==> src/rtl/uart_tx_ctrl.sv <==
// UART transmit sequencer: frames a parallel word as start/data/[parity]/stop and drives the line register.
// Define UART_TX_PARITY_EN to insert an even-parity bit after the data bits.
//
// state  | meaning
// -------+--------------------------------------------------------------
// IDLE   | line idle (tx=1), waiting for start
// START  | start bit (tx=0) on the line
// DATA   | payload bits on the line, LSB first
// PARITY | even parity of the captured word on the line (parity builds only)
// STOP   | stop bit (tx=1) on the line; done in its last cycle
module uart_tx_ctrl #(
  parameter int DATA_WIDTH   = 8,
  parameter int CLKS_PER_BIT = 16
) (
  input  logic                  clk,
  input  logic                  rst,
  input  logic                  start,
  input  logic [DATA_WIDTH-1:0] data_in,
  output logic                  reg_enb,
  output logic                  reg_in,
  output logic                  tx,
  output logic                  busy,
  output logic                  done
);

  localparam int CNT_W = (CLKS_PER_BIT > 1) ? $clog2(CLKS_PER_BIT) : 1;
  localparam int IDX_W = (DATA_WIDTH > 1) ? $clog2(DATA_WIDTH) : 1;
  localparam logic [CNT_W-1:0] CNT_LAST = CNT_W'(CLKS_PER_BIT - 1);
  localparam logic [IDX_W-1:0] IDX_LAST = IDX_W'(DATA_WIDTH - 1);

`ifdef UART_TX_PARITY_EN
  typedef enum logic [2:0] {IDLE, START, DATA, PARITY, STOP} state_t;
`else
  typedef enum logic [2:0] {IDLE, START, DATA, STOP} state_t;
`endif

  state_t                state, state_next;
  logic [CNT_W-1:0]      cnt;
  logic [IDX_W-1:0]      idx, idx_next;
  logic [DATA_WIDTH-1:0] shift, shift_next;
  logic                  boundary;

`ifdef UART_TX_PARITY_EN
  logic parity_bit;

  always_ff @(posedge clk or negedge rst) begin
    if (!rst)
      parity_bit <= 1'b0;
    else if (state == IDLE && start)
      parity_bit <= ^data_in;
  end
`endif

  assign boundary = (cnt == CNT_LAST);
  assign busy     = (state != IDLE);

  always_ff @(posedge clk or negedge rst) begin
    if (!rst) begin
      state <= IDLE;
      cnt   <= '0;
      idx   <= '0;
      shift <= '0;
      tx    <= 1'b1;
    end else begin
      state <= state_next;
      idx   <= idx_next;
      shift <= shift_next;
      if (state == IDLE || boundary)
        cnt <= '0;
      else
        cnt <= cnt + CNT_W'(1);
      // tx only ever moves on a reg_enb pulse, i.e. on a bit boundary
      if (reg_enb)
        tx <= reg_in;
    end
  end

  always_comb begin
    state_next = state;
    idx_next   = idx;
    shift_next = shift;
    reg_enb    = 1'b0;
    reg_in     = 1'b1;
    done       = 1'b0;
    case (state)
      IDLE: begin
        if (start) begin
          reg_enb    = 1'b1;
          reg_in     = 1'b0;
          shift_next = data_in;
          idx_next   = '0;
          state_next = START;
        end
      end
      START: begin
        if (boundary) begin
          reg_enb    = 1'b1;
          reg_in     = shift[0];
          state_next = DATA;
        end
      end
      DATA: begin
        if (boundary) begin
          reg_enb = 1'b1;
          if (idx == IDX_LAST) begin
`ifdef UART_TX_PARITY_EN
            reg_in     = parity_bit;
            state_next = PARITY;
`else
            reg_in     = 1'b1;
            state_next = STOP;
`endif
          end else begin
            shift_next = shift >> 1;
            idx_next   = idx + IDX_W'(1);
            reg_in     = shift_next[0];
          end
        end
      end
`ifdef UART_TX_PARITY_EN
      PARITY: begin
        if (boundary) begin
          reg_enb    = 1'b1;
          reg_in     = 1'b1;
          state_next = STOP;
        end
      end
`endif
      STOP: begin
        if (boundary) begin
          done       = 1'b1;
          state_next = IDLE;
        end
      end
      default: state_next = IDLE;
    endcase
  end

endmodule

==> config.mk <==
export PLATFORM = sky130hd
export DESIGN_NAME = uart_tx_ctrl
export DESIGN_NICKNAME = d
export VERILOG_FILES = /design/src/rtl/uart_tx_ctrl.sv
export SDC_FILE = /design/constraint.sdc
export NUM_CORES = 1
export LEC_CHECK = 0
export ABC_AREA = 1
export BUFFER_PORTS_ARGS = -buffer_cell sky130_fd_sc_hd__buf_2
export CORE_MARGIN = 3
export CORE_UTILIZATION = 35
export CTS_BUF_LIST = sky130_fd_sc_hd__clkbuf_8 sky130_fd_sc_hd__clkbuf_16
export CTS_CLUSTER_SIZE = 30
export DETAILED_ROUTE_END_ITERATION = 10
export PLACE_DENSITY = 0.55
export REMOVE_ABC_BUFFERS = 1
export SETUP_SLACK_MARGIN = 0.3
export SYNTH_ARGS = -nofsm -noshare
export SYNTH_HDL_FRONTEND = slang
export SYNTH_SLANG_ARGS = --single-unit
==> constraint.sdc <==
create_clock -name clk -period 2.3 [get_ports clk]
set_input_delay 0 -clock clk [delete_from_list [all_inputs] [get_ports clk]]
set_output_delay 0 -clock clk [all_outputs]
set_load 0.02 [all_outputs]
== Word level (Yosys, flattened, before mapping) ==
Cells that the tools add are included.
Widths: inputs -> output; s select.

* Output and inout bits: 5
* Register bits: 19
* Word-level logic and storage cells: 49
* Bits of input ports: 11

* Reduce and logical (&&, ||, !) cells: 7
* Add/subtract/negate cells: 2
* Multiplexer cells: 24
* Eq/ne operators: 11

{| class="wikitable"
|+ Operator list
! cell !! number
|-
| $mux 3 || 8
|-
| $mux 8 || 3
|-
| $pmux 8 s2 || 1
|-
| $ne 2x2->1 const B || 6
|-
| $pmux 3 s4 || 1
|-
| $mux 1 || 7
|-
| $eq 3x2->1 const B || 2
|-
| $pmux 3 s2 || 1
|-
| $reduce_and 5->1 || 1
|-
| $add 4x1->4 const B || 1
|-
| $eq 4x4->1 const B || 1
|-
| $mux 4 || 1
|-
| $reduce_and 4->1 || 1
|-
| $add 3x1->3 const B || 1
|-
| $eq 3x1->1 const B || 1
|-
| $eq 3x3->1 const B || 1
|-
| $logic_not 3->1 || 1
|-
| $pmux 1 s3 || 1
|-
| $reduce_bool 3->1 || 1
|-
| $pmux 1 s2 || 1
|-
| $reduce_bool 2->1 || 1
|-
| $reduce_or 2->1 || 1
|-
| $logic_or 1x1->1 || 1
|}

== Longest topological paths before layout ==
* Depth in word-level cells: 4
* Depth in mapped cells: 9

== Worst setup path after synthesis ==
No wires, ideal clock.

* Path kind: flip-flop to flip-flop
* Start point: register state[0]
* End point: register state[0]
* Setup slack: 717 ps
* Clock period less this slack: 1583 ps
* Path buffers: 1
* Arrival time: 1467 ps
* Cell stages (with the launch flop): 10
* Required time: 2183 ps
* Cell sequence: dfrtp_1 -> inv_1 -> ha_1 -> inv_1 -> nor2_1 -> a21oi_2 -> buf_4 -> nand2_1 -> nand2_1 -> nand2_1

* Cells in the longest elaborated chain, start to end: 3
* Elaborated cells between the ends (all ways): 11
* Classes of those cells: eq/ne (8); mux (1); reduce/logical (2)

{| class="wikitable"
|+ RTL lines
! item !! line !! RTL
|-
| from (decl) || 37 || <nowiki>state_t state, state_next;</nowiki>
|-
| from (signal assigned) || 65 || <nowiki>state <= state_next;</nowiki>
|-
| $eq 3x2->1, or another cell as far along || 85 || <nowiki>case (state)</nowiki>
|-
| $ne 2x2->1 (no line) || - ||
|-
| $reduce_and 5->1 (no line) || - ||
|}

Several ways; a longest one is shown, not always the timed one.
A chain may end at the register's enable or synchronous reset.

== Worst setup path after layout ==
* Start point: register state[0]
* End point: register idx[2]

* Cells in the longest elaborated chain, start to end: 3
* Elaborated cells between the ends (all ways): 8
* Classes of those cells: eq/ne (4); mux (1); reduce/logical (3)

{| class="wikitable"
|+ RTL lines
! item !! line !! RTL
|-
| $eq 3x2->1 or $logic_not 3->1 (tied branches) || 85 ||
|-
| $ne 2x2->1 (no line) or $reduce_bool 2->1 (tied branches) || - ||
|-
| $reduce_and 4->1 (no line) || - ||
|-
| to (signal assigned) || 66 || <nowiki>idx <= idx_next;</nowiki>
|-
| to (decl) || 39 || <nowiki>logic [IDX_W-1:0] idx, idx_next;</nowiki>
|}

Several ways; a longest one is shown, not always the timed one.

==> flow_metrics.tcl <==
set metrics [dict create \
    seq_area_frac_synth_pct 42.8 \
    total_power_w 0.00170 \
    antenna_found_initial 0 \
    grt_usage_pct 13.6 \
    cp.required_ns 2.45 \
    layout-drive-gt1-share_pct 19.4 \
    yosys_warnings 0 \
    grt_pass1_wl_mm 3.71 \
    fp-row-count 19 \
    regArea_sq_um 452 \
    portBuffers 15 \
    final.setup.worst_slack_ns 0.568 \
    tns_ns 0 \
    placedInstanceArea_sq_um 1150 \
    start_util_pct 37.6 \
    layout.nets 175 \
    period_needed_ns 1.73 \
    netlist_area_sq_um 1060 \
    area_delta_synth_final_pct 16.6 \
    post_cts_buffers 0 \
    clk_latency_ns 0.26 \
    cts_max_level 1 \
    fin_skew_ns 0.00110 \
    yosys.cell_types.count 22 \
    start_kind "flop" \
    crit_type "flop to flop" \
    vdd_drop_max_mv 0.669 \
    grt_pass1_vias 854 \
    setup_viol_count_final 0 \
    hp-class "primary input to flop" \
    max_freq_ghz 0.577 \
    powerDensity_nw_per_um2 1380 \
    finalHoldViolCount 0 \
    num-fill-cells 295 \
    fin_util_pct 43.9 \
    cts_tree "built" \
    critPathMaxFanout 15 \
    grt_max_degree 19 \
    clockBufferDepth 2 \
    drtPass1Iterations 4 \
    die_area_sq_um 3710 \
    setup.worst_path.end_class "flop" \
    drtIter0Drc 29 \
    stdcell_area_sq_um 1230 \
    ant_nets 0 \
    n_antenna_cell 0 \
    wl_per_cell_um 11.3 \
    core_sq_um 2810 \
    p_leak_nw 0.668 \
    ios 16 \
    yosys_register_bits 18 \
    maxCapViolations 0 \
    syn_avg_cell_area_sq_um 7.76 \
    cts.sinks 18 \
    gp_congestion 0.803 \
    path_clk_slew_ns 0.07 \
    die_w_um 60.9 \
    worstMarginPinSlew_ns 0.426 \
    root_buffer "clkbuf_8" \
    rsz0062_at_grt "no" \
    postSynthCellCount 136 \
    post-place-ws_ns 0.398 \
    final_common_cell "nand2_1" \
    drc 0 \
    final_cell_mix "60 x nand2_1, 17 x dfrtp_1, 15 x buf_2, 11 x nand3_1" \
    numCtsBuffers 3 \
    final_max_slew_viol_count 0 \
    multi_input_area_sq_um 546 \
    status "finished, final reports clean" \
    hpwl_mm 1.54 \
    viasPerCell 4.63 \
    die_y_um 60.9 \
    period_share_pct 75.3 \
    grt_overflow 0 \
    worstPathArrival_ns 1.88 \
    relSlewSlack_pct 71.6 \
    wl_mm 2.11 \
    vias 862 \
]
==> routing by layer <==
| metal | GRT usage (%) | share of wire [%] | wire [um] |
|---|---|---|---|
| met1 | 17.6 | 50 | 1050 |
| met2 | 22.0 | 46 | 961 |
| met3 | 4.47 | 3.6 | 76 |
| met4 | 3.72 | 1.0 | 21 |
| met5 | 0 | 0 | 0 |
==> metrics by stage <==
step                hold WS [ns]  cells
global placement         -0.0408    180
CTS                       0.0651    186
finish                    0.0688    186
global route              0.0984    186
detailed placement       -0.0366    180
floorplan                 -0.296    133
==> what timing repair did <==
item | in CTS | in global routing
hold buffers | 2 | 0
setup endpoints to repair | 0 | 13
hold endpoints to repair | 19 | 0
gates resized for setup | 0 | 1
==> final cells by class <==
cell class | instances | share of cell area (%)
tap | 31 | 3.15
clock buffer | 4 | 4.47
sequential | 18 | 36.7
inverter | 10 | 3.05
multi-input combinational | 105 | 44.3
timing repair buffer | 18 | 8.33
==> worst paths after layout <==
path	cells after the start	slack, ns	end	from
worst max-delay path	7	0.57	idx[2]	state[0]
worst min-delay path	5	0.07	shift[1]	data_in[1]
worst min register to register	2	0.47	tx	tx
worst max register to register	7	0.57	idx[2]	state[0]
min in group asynchronous	2	0.21	cnt[2]	rst
max in group asynchronous	2	1.76	tx	rst
==> worst max-delay path, cell delays in order, from the launching register on <==
cell     delay, ns
dfrtp_1       0.44
inv_1         0.10
ha_2          0.38
nor2_2        0.10
a21oi_4       0.25
nand2_4       0.17
nand2_1       0.12
o21ai_2       0.05
==> state kept, by name, summed over array words and instances, names as in the netlist <==
signal,count
shift,8
cnt,4
idx,3
state,2
tx,1
==> Yosys cell counts <==
| cell | n | share of area, % |
|---|---|---|
| a21oi_4 | 1 | 1.5 |
| nand4_1 | 1 | 0.59 |
| ha_1 | 8 | 9.5 |
| buf_2 | 1 | 0.47 |
| xor2_1 | 1 | 0.83 |
| nand2_1 | 60 | 21 |
| o21ai_1 | 1 | 0.47 |
| o21ai_2 | 3 | 2.5 |
| nand3_1 | 11 | 5.2 |
| nand2_4 | 1 | 1.1 |
| dfstp_2 | 1 | 2.5 |
| nor2_2 | 1 | 0.59 |
| buf_6 | 1 | 1.1 |
| a21oi_1 | 3 | 1.4 |
| nor2_1 | 10 | 3.6 |
| inv_1 | 10 | 3.6 |
| buf_4 | 1 | 0.71 |
| a21oi_2 | 1 | 0.83 |
| or2_1 | 1 | 0.59 |
| o21ai_0 | 1 | 0.47 |
| dfrtp_1 | 17 | 40 |
| nand3_2 | 1 | 0.95 |
==> power breakdown <==
group / switching, W / internal (W) / total (W)
combinational: 0.000568 / 0.000303 / 0.000871
sequential: 0.000100 / 0.000462 / 0.000562
clock: 0.000112 / 0.000152 / 0.000264
==> cells by family after synthesis <==
group                      count (synthesis)  share of synthesized area (%)
AOI/OAI and AO/OA                         10                           7.23
adders and majority gates                  8                           9.48
xor gates and xnor gates                   1                          0.830
and+or+nand+nor                           86                           33.9
DFF                                       18                           42.8
buffers and inverters                     13                           5.81
(Power assumes the default switching activity.)
